[config.mk]
export PLATFORM = sky130hd
export DESIGN_NAME = mc_controller
export DESIGN_NICKNAME = d
export VERILOG_FILES = /design/src/rtl/mc_controller_pkg.sv /design/src/rtl/mc_controller_ctrl_decode.sv /design/src/rtl/mc_controller.sv
export SDC_FILE = /design/constraint.sdc
export NUM_CORES = 1
export LEC_CHECK = 0
export ABC_AREA = 1
export CAP_MARGIN = 40
export CELL_PAD_IN_SITES_DETAIL_PLACEMENT = 0
export CELL_PAD_IN_SITES_GLOBAL_PLACEMENT = 1
export CORE_AREA = 10 10 106 89
export DETAILED_ROUTE_END_ITERATION = 8
export DIE_AREA = 0 0 116 99
export PLACE_DENSITY_LB_ADDON = 0.1
export SKIP_CTS_REPAIR_TIMING = 1
export SLEW_MARGIN = 10
export SYNTH_ARGS = -nofsm -noshare
export SYNTH_HDL_FRONTEND = slang
export SYNTH_SLANG_ARGS = --single-unit
[constraint.sdc]
create_clock -name clk -period 3.4 [get_ports clk]
set_input_delay 0.51 -clock clk [delete_from_list [all_inputs] [get_ports clk]]
set_output_delay 0.51 -clock clk [all_outputs]
set_load 0.03 [all_outputs]
[src/rtl/mc_controller_pkg.sv]
// Shared encodings for the multicycle controller: instruction codes, FSM states,
// ALU operations, datapath mux selects and the decoded-control bundle.
package mc_controller_pkg;

  localparam logic [5:0] INST_NOP  = 6'd0;
  localparam logic [5:0] INST_ADDU = 6'd1;
  localparam logic [5:0] INST_SUBU = 6'd2;
  localparam logic [5:0] INST_SLT  = 6'd3;
  localparam logic [5:0] INST_SRAV = 6'd4;
  localparam logic [5:0] INST_ADDI = 6'd5;
  localparam logic [5:0] INST_ORI  = 6'd6;
  localparam logic [5:0] INST_LUI  = 6'd7;
  localparam logic [5:0] INST_LW   = 6'd8;
  localparam logic [5:0] INST_LB   = 6'd9;
  localparam logic [5:0] INST_SW   = 6'd10;
  localparam logic [5:0] INST_SB   = 6'd11;
  localparam logic [5:0] INST_BEQ  = 6'd12;
  localparam logic [5:0] INST_J    = 6'd13;
  localparam logic [5:0] INST_JR   = 6'd14;
  localparam logic [5:0] INST_JAL  = 6'd15;
  localparam logic [5:0] INST_HLT  = 6'd63;

  typedef enum logic [2:0] {
    ST_RST    = 3'd0,
    ST_FETCH  = 3'd1,
    ST_DECODE = 3'd2,
    ST_EXEC   = 3'd3,
    ST_MEM    = 3'd4,
    ST_WB     = 3'd5,
    ST_HALT   = 3'd6
  } state_e;

  localparam logic [3:0] ALU_ADD = 4'd0;
  localparam logic [3:0] ALU_SUB = 4'd1;
  localparam logic [3:0] ALU_SLT = 4'd2;
  localparam logic [3:0] ALU_SRA = 4'd3;
  localparam logic [3:0] ALU_OR  = 4'd4;
  localparam logic [3:0] ALU_LUI = 4'd5;

  localparam logic [1:0] PC_PLUS4  = 2'd0;
  localparam logic [1:0] PC_BRANCH = 2'd1;
  localparam logic [1:0] PC_JUMP   = 2'd2;
  localparam logic [1:0] PC_RS     = 2'd3;

  localparam logic [1:0] RD_RT = 2'd0;
  localparam logic [1:0] RD_RD = 2'd1;
  localparam logic [1:0] RD_RA = 2'd2;

  localparam logic [1:0] WB_ALU = 2'd0;
  localparam logic [1:0] WB_MEM = 2'd1;
  localparam logic [1:0] WB_PC4 = 2'd2;

  typedef enum logic [3:0] {
    CLS_NOP   = 4'd0,
    CLS_HLT   = 4'd1,
    CLS_ALU   = 4'd2,
    CLS_LOAD  = 4'd3,
    CLS_STORE = 4'd4,
    CLS_BEQ   = 4'd5,
    CLS_J     = 4'd6,
    CLS_JR    = 4'd7,
    CLS_JAL   = 4'd8
  } cls_e;

  typedef struct packed {
    cls_e       cls;
    logic [3:0] alu_op;
    logic       alu_srcb;
    logic       imm_zext;
    logic [1:0] reg_dst;
    logic [1:0] wb_src;
    logic       mem_byte;
    logic       is_addi;
  } ctrl_t;

endpackage

[src/rtl/mc_controller_ctrl_decode.sv]
// Per-instruction control decode: maps an instruction code to its class and the
// datapath controls that stay fixed while the instruction executes.
module ctrl_decode
  import mc_controller_pkg::*;
(
  input  logic [5:0] dec_inst,
  output ctrl_t      ctrl
);

  // Instruction code to control bundle; unknown codes behave as NOP.
  always_comb begin
    ctrl.cls      = CLS_NOP;
    ctrl.alu_op   = ALU_ADD;
    ctrl.alu_srcb = 1'b0;
    ctrl.imm_zext = 1'b0;
    ctrl.reg_dst  = RD_RT;
    ctrl.wb_src   = WB_ALU;
    ctrl.mem_byte = 1'b0;
    ctrl.is_addi  = 1'b0;
    case (dec_inst)
      INST_NOP:  ctrl.cls = CLS_NOP;
      INST_HLT:  ctrl.cls = CLS_HLT;
      INST_ADDU: begin ctrl.cls = CLS_ALU; ctrl.reg_dst = RD_RD; end
      INST_SUBU: begin ctrl.cls = CLS_ALU; ctrl.reg_dst = RD_RD; ctrl.alu_op = ALU_SUB; end
      INST_SLT:  begin ctrl.cls = CLS_ALU; ctrl.reg_dst = RD_RD; ctrl.alu_op = ALU_SLT; end
      INST_SRAV: begin ctrl.cls = CLS_ALU; ctrl.reg_dst = RD_RD; ctrl.alu_op = ALU_SRA; end
      INST_ADDI: begin ctrl.cls = CLS_ALU; ctrl.alu_srcb = 1'b1; ctrl.is_addi = 1'b1; end
      INST_ORI: begin
        ctrl.cls = CLS_ALU; ctrl.alu_op = ALU_OR; ctrl.alu_srcb = 1'b1; ctrl.imm_zext = 1'b1;
      end
      INST_LUI: begin
        ctrl.cls = CLS_ALU; ctrl.alu_op = ALU_LUI; ctrl.alu_srcb = 1'b1; ctrl.imm_zext = 1'b1;
      end
      INST_LW:   begin ctrl.cls = CLS_LOAD; ctrl.alu_srcb = 1'b1; ctrl.wb_src = WB_MEM; end
      INST_LB: begin
        ctrl.cls = CLS_LOAD; ctrl.alu_srcb = 1'b1; ctrl.wb_src = WB_MEM; ctrl.mem_byte = 1'b1;
      end
      INST_SW:   begin ctrl.cls = CLS_STORE; ctrl.alu_srcb = 1'b1; end
      INST_SB:   begin ctrl.cls = CLS_STORE; ctrl.alu_srcb = 1'b1; ctrl.mem_byte = 1'b1; end
      INST_BEQ:  begin ctrl.cls = CLS_BEQ; ctrl.alu_op = ALU_SUB; end
      INST_J:    ctrl.cls = CLS_J;
      INST_JR:   ctrl.cls = CLS_JR;
      INST_JAL:  begin ctrl.cls = CLS_JAL; ctrl.reg_dst = RD_RA; ctrl.wb_src = WB_PC4; end
      default:   ctrl.cls = CLS_NOP;
    endcase
  end

endmodule

[src/rtl/mc_controller.sv]
// Multicycle CPU control FSM: FETCH/DECODE/EXEC/MEM/WB sequencing, memory
// handshake, datapath enables and a retired-instruction counter.
module mc_controller
  import mc_controller_pkg::*;
#(
  parameter int CNT_W = 32
) (
  input  logic             clk,
  input  logic             rst,
  input  logic [5:0]       dec_inst,
  input  logic             alu_zero,
  input  logic             alu_ovf,
  input  logic             mem_ready,
  output logic             mem_req,
  output logic             mem_we,
  output logic             mem_byte,
  output logic             iord,
  output logic             ir_we,
  output logic             pc_we,
  output logic             reg_we,
  output logic [1:0]       pc_src,
  output logic [1:0]       reg_dst,
  output logic [1:0]       wb_src,
  output logic [3:0]       alu_op,
  output logic             alu_srcb,
  output logic             imm_zext,
  output logic             halted,
  output logic [CNT_W-1:0] instr_cnt
);

  state_e           state_r;
  state_e           next_s;
  logic             retire_s;
  ctrl_t            ctrl_s;
  logic [CNT_W-1:0] cnt_r;

  ctrl_decode u_ctrl_decode (
    .dec_inst (dec_inst),
    .ctrl     (ctrl_s)
  );

  // State register.
  always_ff @(posedge clk or posedge rst) begin
    if (rst) begin
      state_r <= ST_RST;
    end else begin
      state_r <= next_s;
    end
  end

  // Next-state selection and retire detection.
  always_comb begin
    next_s   = state_r;
    retire_s = 1'b0;
    case (state_r)
      ST_RST:   next_s = ST_FETCH;
      ST_FETCH: begin
        if (mem_ready) next_s = ST_DECODE;
        else           next_s = ST_FETCH;
      end
      ST_DECODE: begin
        case (ctrl_s.cls)
          CLS_NOP: begin next_s = ST_FETCH; retire_s = 1'b1; end
          CLS_HLT: begin next_s = ST_HALT;  retire_s = 1'b1; end
          default: next_s = ST_EXEC;
        endcase
      end
      ST_EXEC: begin
        case (ctrl_s.cls)
          CLS_BEQ, CLS_J, CLS_JR: begin next_s = ST_FETCH; retire_s = 1'b1; end
          CLS_LOAD, CLS_STORE:    next_s = ST_MEM;
          default:                next_s = ST_WB;
        endcase
      end
      ST_MEM: begin
        if (!mem_ready) begin
          next_s = ST_MEM;
        end else if (ctrl_s.cls == CLS_STORE) begin
          next_s   = ST_FETCH;
          retire_s = 1'b1;
        end else begin
          next_s = ST_WB;
        end
      end
      ST_WB:   begin next_s = ST_FETCH; retire_s = 1'b1; end
      ST_HALT: next_s = ST_HALT;
      default: next_s = ST_RST;
    endcase
  end

  // Datapath controls; ALU controls stay asserted from EXEC through WB.
  always_comb begin
    mem_req  = 1'b0;
    mem_we   = 1'b0;
    mem_byte = 1'b0;
    iord     = 1'b0;
    ir_we    = 1'b0;
    pc_we    = 1'b0;
    reg_we   = 1'b0;
    pc_src   = PC_PLUS4;
    reg_dst  = RD_RT;
    wb_src   = WB_ALU;
    alu_op   = ALU_ADD;
    alu_srcb = 1'b0;
    imm_zext = 1'b0;
    halted   = 1'b0;
    if ((state_r == ST_EXEC) || (state_r == ST_MEM) || (state_r == ST_WB)) begin
      alu_op   = ctrl_s.alu_op;
      alu_srcb = ctrl_s.alu_srcb;
      imm_zext = ctrl_s.imm_zext;
    end else begin
      alu_op   = ALU_ADD;
    end
    case (state_r)
      ST_FETCH: begin
        mem_req = 1'b1;
        ir_we   = mem_ready;
        pc_we   = mem_ready;
      end
      ST_EXEC: begin
        case (ctrl_s.cls)
          CLS_BEQ: begin pc_we = alu_zero; pc_src = PC_BRANCH; end
          CLS_J:   begin pc_we = 1'b1;     pc_src = PC_JUMP;   end
          CLS_JR:  begin pc_we = 1'b1;     pc_src = PC_RS;     end
          CLS_JAL: begin pc_we = 1'b1;     pc_src = PC_JUMP;   end
          default: pc_we = 1'b0;
        endcase
      end
      ST_MEM: begin
        mem_req  = 1'b1;
        iord     = 1'b1;
        mem_we   = (ctrl_s.cls == CLS_STORE);
        mem_byte = ctrl_s.mem_byte;
      end
      ST_WB: begin
        reg_we  = ~(ctrl_s.is_addi & alu_ovf);
        reg_dst = ctrl_s.reg_dst;
        wb_src  = ctrl_s.wb_src;
      end
      ST_HALT: halted = 1'b1;
      default: halted = 1'b0;
    endcase
  end

  // Retired-instruction counter, wraps naturally.
  always_ff @(posedge clk or posedge rst) begin
    if (rst) begin
      cnt_r <= '0;
    end else if (retire_s) begin
      cnt_r <= cnt_r + {{(CNT_W-1){1'b0}}, 1'b1};
    end else begin
      cnt_r <= cnt_r;
    end
  end

  assign instr_cnt = cnt_r;

endmodule

==> flow_summary_export.csv <==
group,metric,value,unit
run_status,status,"finished clean",
timing,worst_slew_pin_slew,0.873,ns
timing,finalMaxSlewViolations,0,
worst_setup_path,worstSetupPathType,"register to output port",
logic_synthesis,yosys_warnings,0,
drt,vias,2807,
timing,fmax,0.321,GHz
floorplanning,start_util,37.0,%
layout,finalNetCount,471,
layout,fin_area,3470,um^2
layout,n_antenna_cell,0,
floorplanning,die_area,11500,um^2
layout,synthToLayoutAreaGrowth,28.9,%
placement,gp_congestion,0.857,
logic_synthesis,synth_edf_count,0,
pwr,power_leakage,1.66,nW
floorplanning,num_rows,28,
logic_synthesis,synthArstFlopShare,100,%
global_route,grt_pass1_vias,2779,
logic_synthesis,synth_cells,401,
cts,htreeDepth,2,
drt,routed_wl,8710,um
floorplanning,fp.dieH,99,um
cts,cts_max_path_buffers,2,
worst_setup_path,cp-start-kind,"register",
timing,worst_slack,0.286,ns
drt,routedWlPerCell,15.8,um
worst_setup_path,worstPathCellList,"nor3_1, inv_1, a2111oi_2, or2_2, clkdlybuf4s50_1",
worst_setup_path,crit_fanout,6,
pwr,vdd_drop_max,0.000133,V
placement,port_buffers,61,
timing,min_period,3.11,ns
placement,place_hpwl,6850,um
global_route,overflow,0,
logic_synthesis,syn_avg_cell_area,6.72,um^2
timing,finClkSkew,0.0129,ns
cts,clk_pin_slew,0.09,ns
worst_setup_path,crit_slowest_cell,"clkdlybuf4s50_1",
timing,tns,0,ns
floorplanning,io_pins,63,
global_route,use_met1,22.8,%
logic_synthesis,synth_area_leaders,"dfrtp_1 32%, nand2_1 18%, nand4_1 10%",
global_route,grt-busiest-layer,"met1",
logic_synthesis,synthDominantCellAreaShare,32.5,%
global_route,grt.total_usage,15.5,%
drt,first_iter_violations,111,
layout,drive_gt1_share,6.74,%
timing,rsz0062_at_grt,"no",
pwr,total_power,0.853,mW
pwr,powerDensity,245,nW/um^2
min_path,hold_path.class,"register to register",
drt,avgViaCountPerCell,5.10,
cts,cts_buffers,5,
worst_setup_path,cp-end-kind,"output port",
logic_synthesis,ys.flop_type,"dfrtp_1",
worst_setup_path,reg2reg_slack,1.01,ns
worst_setup_path,arrival,2.60,ns
worst_setup_path,critPathRequiredTime,2.89,ns
worst_setup_path,max_stage_delay,0.66,ns
timing,max_slew_margin,41.7,%
drt,ant_nets,0,
cts,cts_tree,"yes",
global_route,met3_usage,4.48,%
global_route,grt_max_degree,34,
global_route,grt_pass1_wl,14600,um
placement,post-place-ws,0.287,ns
logic_synthesis,synth.distinct_cells,33,
logic_synthesis,ys_ff_latch,35,
global_route,use_met2,21.8,%
timing,hold_violations,0,
timing,period_share,91.6,%
drt,drtPass1Iterations,5,
floorplanning,core,7290,um^2
global_route,antenna_found_initial,0,
drt,drc,0,
logic_synthesis,synth_top_area_cell,"dfrtp_1",
floorplanning,die_w,116,um
flow_run,drv_cap,0,
layout,n_fill_cell,770,
placement,place_area,3360,um^2
cts,clock_latency,0.30,ns
logic_synthesis,syn-num-nets,413,
worst_setup_path,crit_family,"buffers and inverters",
worst_setup_path,path_buf_inv,2,
logic_synthesis,synth_area,2700,um^2
logic_synthesis,yosysSeqAreaShare,32.5,%
cts,cts-root-buf,"clkbuf_8",
timing,setup_viol,0,
cts,cts.sinks,35,
[layer usage]
metal,part of all wire [%],up-vias
li1,-,1426
met1,51,1308
met3,6.8,3
met2,42,70
met5,0,-
met4,0.22,0
[state kept, by name, indices dropped and copies added (netlist names)]
signal	flops
instr_cnt	32
state_r	3
[power breakdown]
part / internal, mW / leakage (nW) / total [mW] / switching, mW
clock: 0.219 / 0.0581 / 0.389 / 0.170
combinational: 0.0165 / 1.13 / 0.0483 / 0.0318
sequential: 0.416 / 0.479 / 0.416 / 0
[synthesized netlist by cell type (2+ instances only)]
library cell / n
nor4_1: 3
nand3_2: 2
clkbuf_1: 6
dfrtp_1: 35
nand3_1: 17
inv_2: 7
xnor2_1: 10
xor2_1: 19
nor2_1: 40
buf_2: 4
buf_6: 4
or2_2: 2
nor3_1: 17
o21ai_0: 6
nand2_1: 129
nand4_1: 44
nor2_2: 3
inv_1: 38
[cell usage in the layout, fill, tap and decap left out]
cell,Yosys,final
bufinv_16,0,1
nand2_1,129,129
xor2_1,19,19
a21oi_1,1,1
nand2_2,1,1
clkinv_4,0,1
nor4_1,3,3
nor2_2,3,3
clkinv_1,1,1
o211ai_1,1,1
nand3_2,2,2
nor3b_1,1,1
inv_1,38,38
nand4_2,1,1
buf_4,1,5
o21ai_0,6,6
a41oi_1,1,1
nor3_1,17,17
dfrtp_1,35,35
conb_1,1,1
a21oi_4,1,1
inv_2,7,7
clkinv_2,0,1
ha_1,1,1
clkdlybuf4s50_1,0,61
o2111ai_1,1,1
nand4_1,44,44
o31ai_1,1,1
a31oi_1,1,1
clkbuf_8,0,5
or2_2,2,2
nor2_1,40,40
xnor2_1,10,10
a2111oi_2,1,1
nand3_1,17,17
[metrics by stage]
step                util [%]  cells  hold slack (ns)
floorplan                  -    401            0.577
detailed placement      46.1    542            0.548
CTS                     47.7    550            0.573
global placement        46.1    542            0.542
finish                  47.7    550            0.567
global route            47.7    550            0.601
[kinds of logic after synthesis]
family,Yosys count,share of synthesized area [%]
xor gates and xnor gates,29,9.42
adders and majority gates,1,0.464
AOI/OAI and AO/OA,14,3.90
other,1,0.139
buffers and inverters,61,9.94
and+or+nand+nor,260,43.6
DFF,35,32.5
[worst paths after layout]
path                                from       endpoint  cells after the start
min in group asynchronous            rst   instr_cnt[5]                      2
hold / removal             instr_cnt[31]  instr_cnt[31]                      2
hold reg to reg            instr_cnt[31]  instr_cnt[31]                      2
setup / recovery              state_r[2]          pc_we                      5
max in group asynchronous            rst  instr_cnt[17]                      3
setup reg to reg              state_r[0]   instr_cnt[0]                      8
[final cells by class]
type	instances	area, um^2	area share, %
Clock buffer	5	68.8	1.98
Inverter	46	173	4.97
Tap cell	90	113	3.24
Multi-Input combinational cell	305	1550	44.7
Sequential cell	35	876	25.2
Clock inverter	3	43.8	1.26
Timing Repair Buffer	66	648	18.7
[worst reg2reg max path: stages (launching register included)]
cell and delay, ns:
dfrtp_1 0.41, nor2_1 0.08, nand2_1 0.15, inv_1 0.14, a21oi_4 0.72, nand3_2 0.32, buf_4 0.31, nand2_1 0.10
nand2_1 0.04
Power figures use the tool's default switching activity.
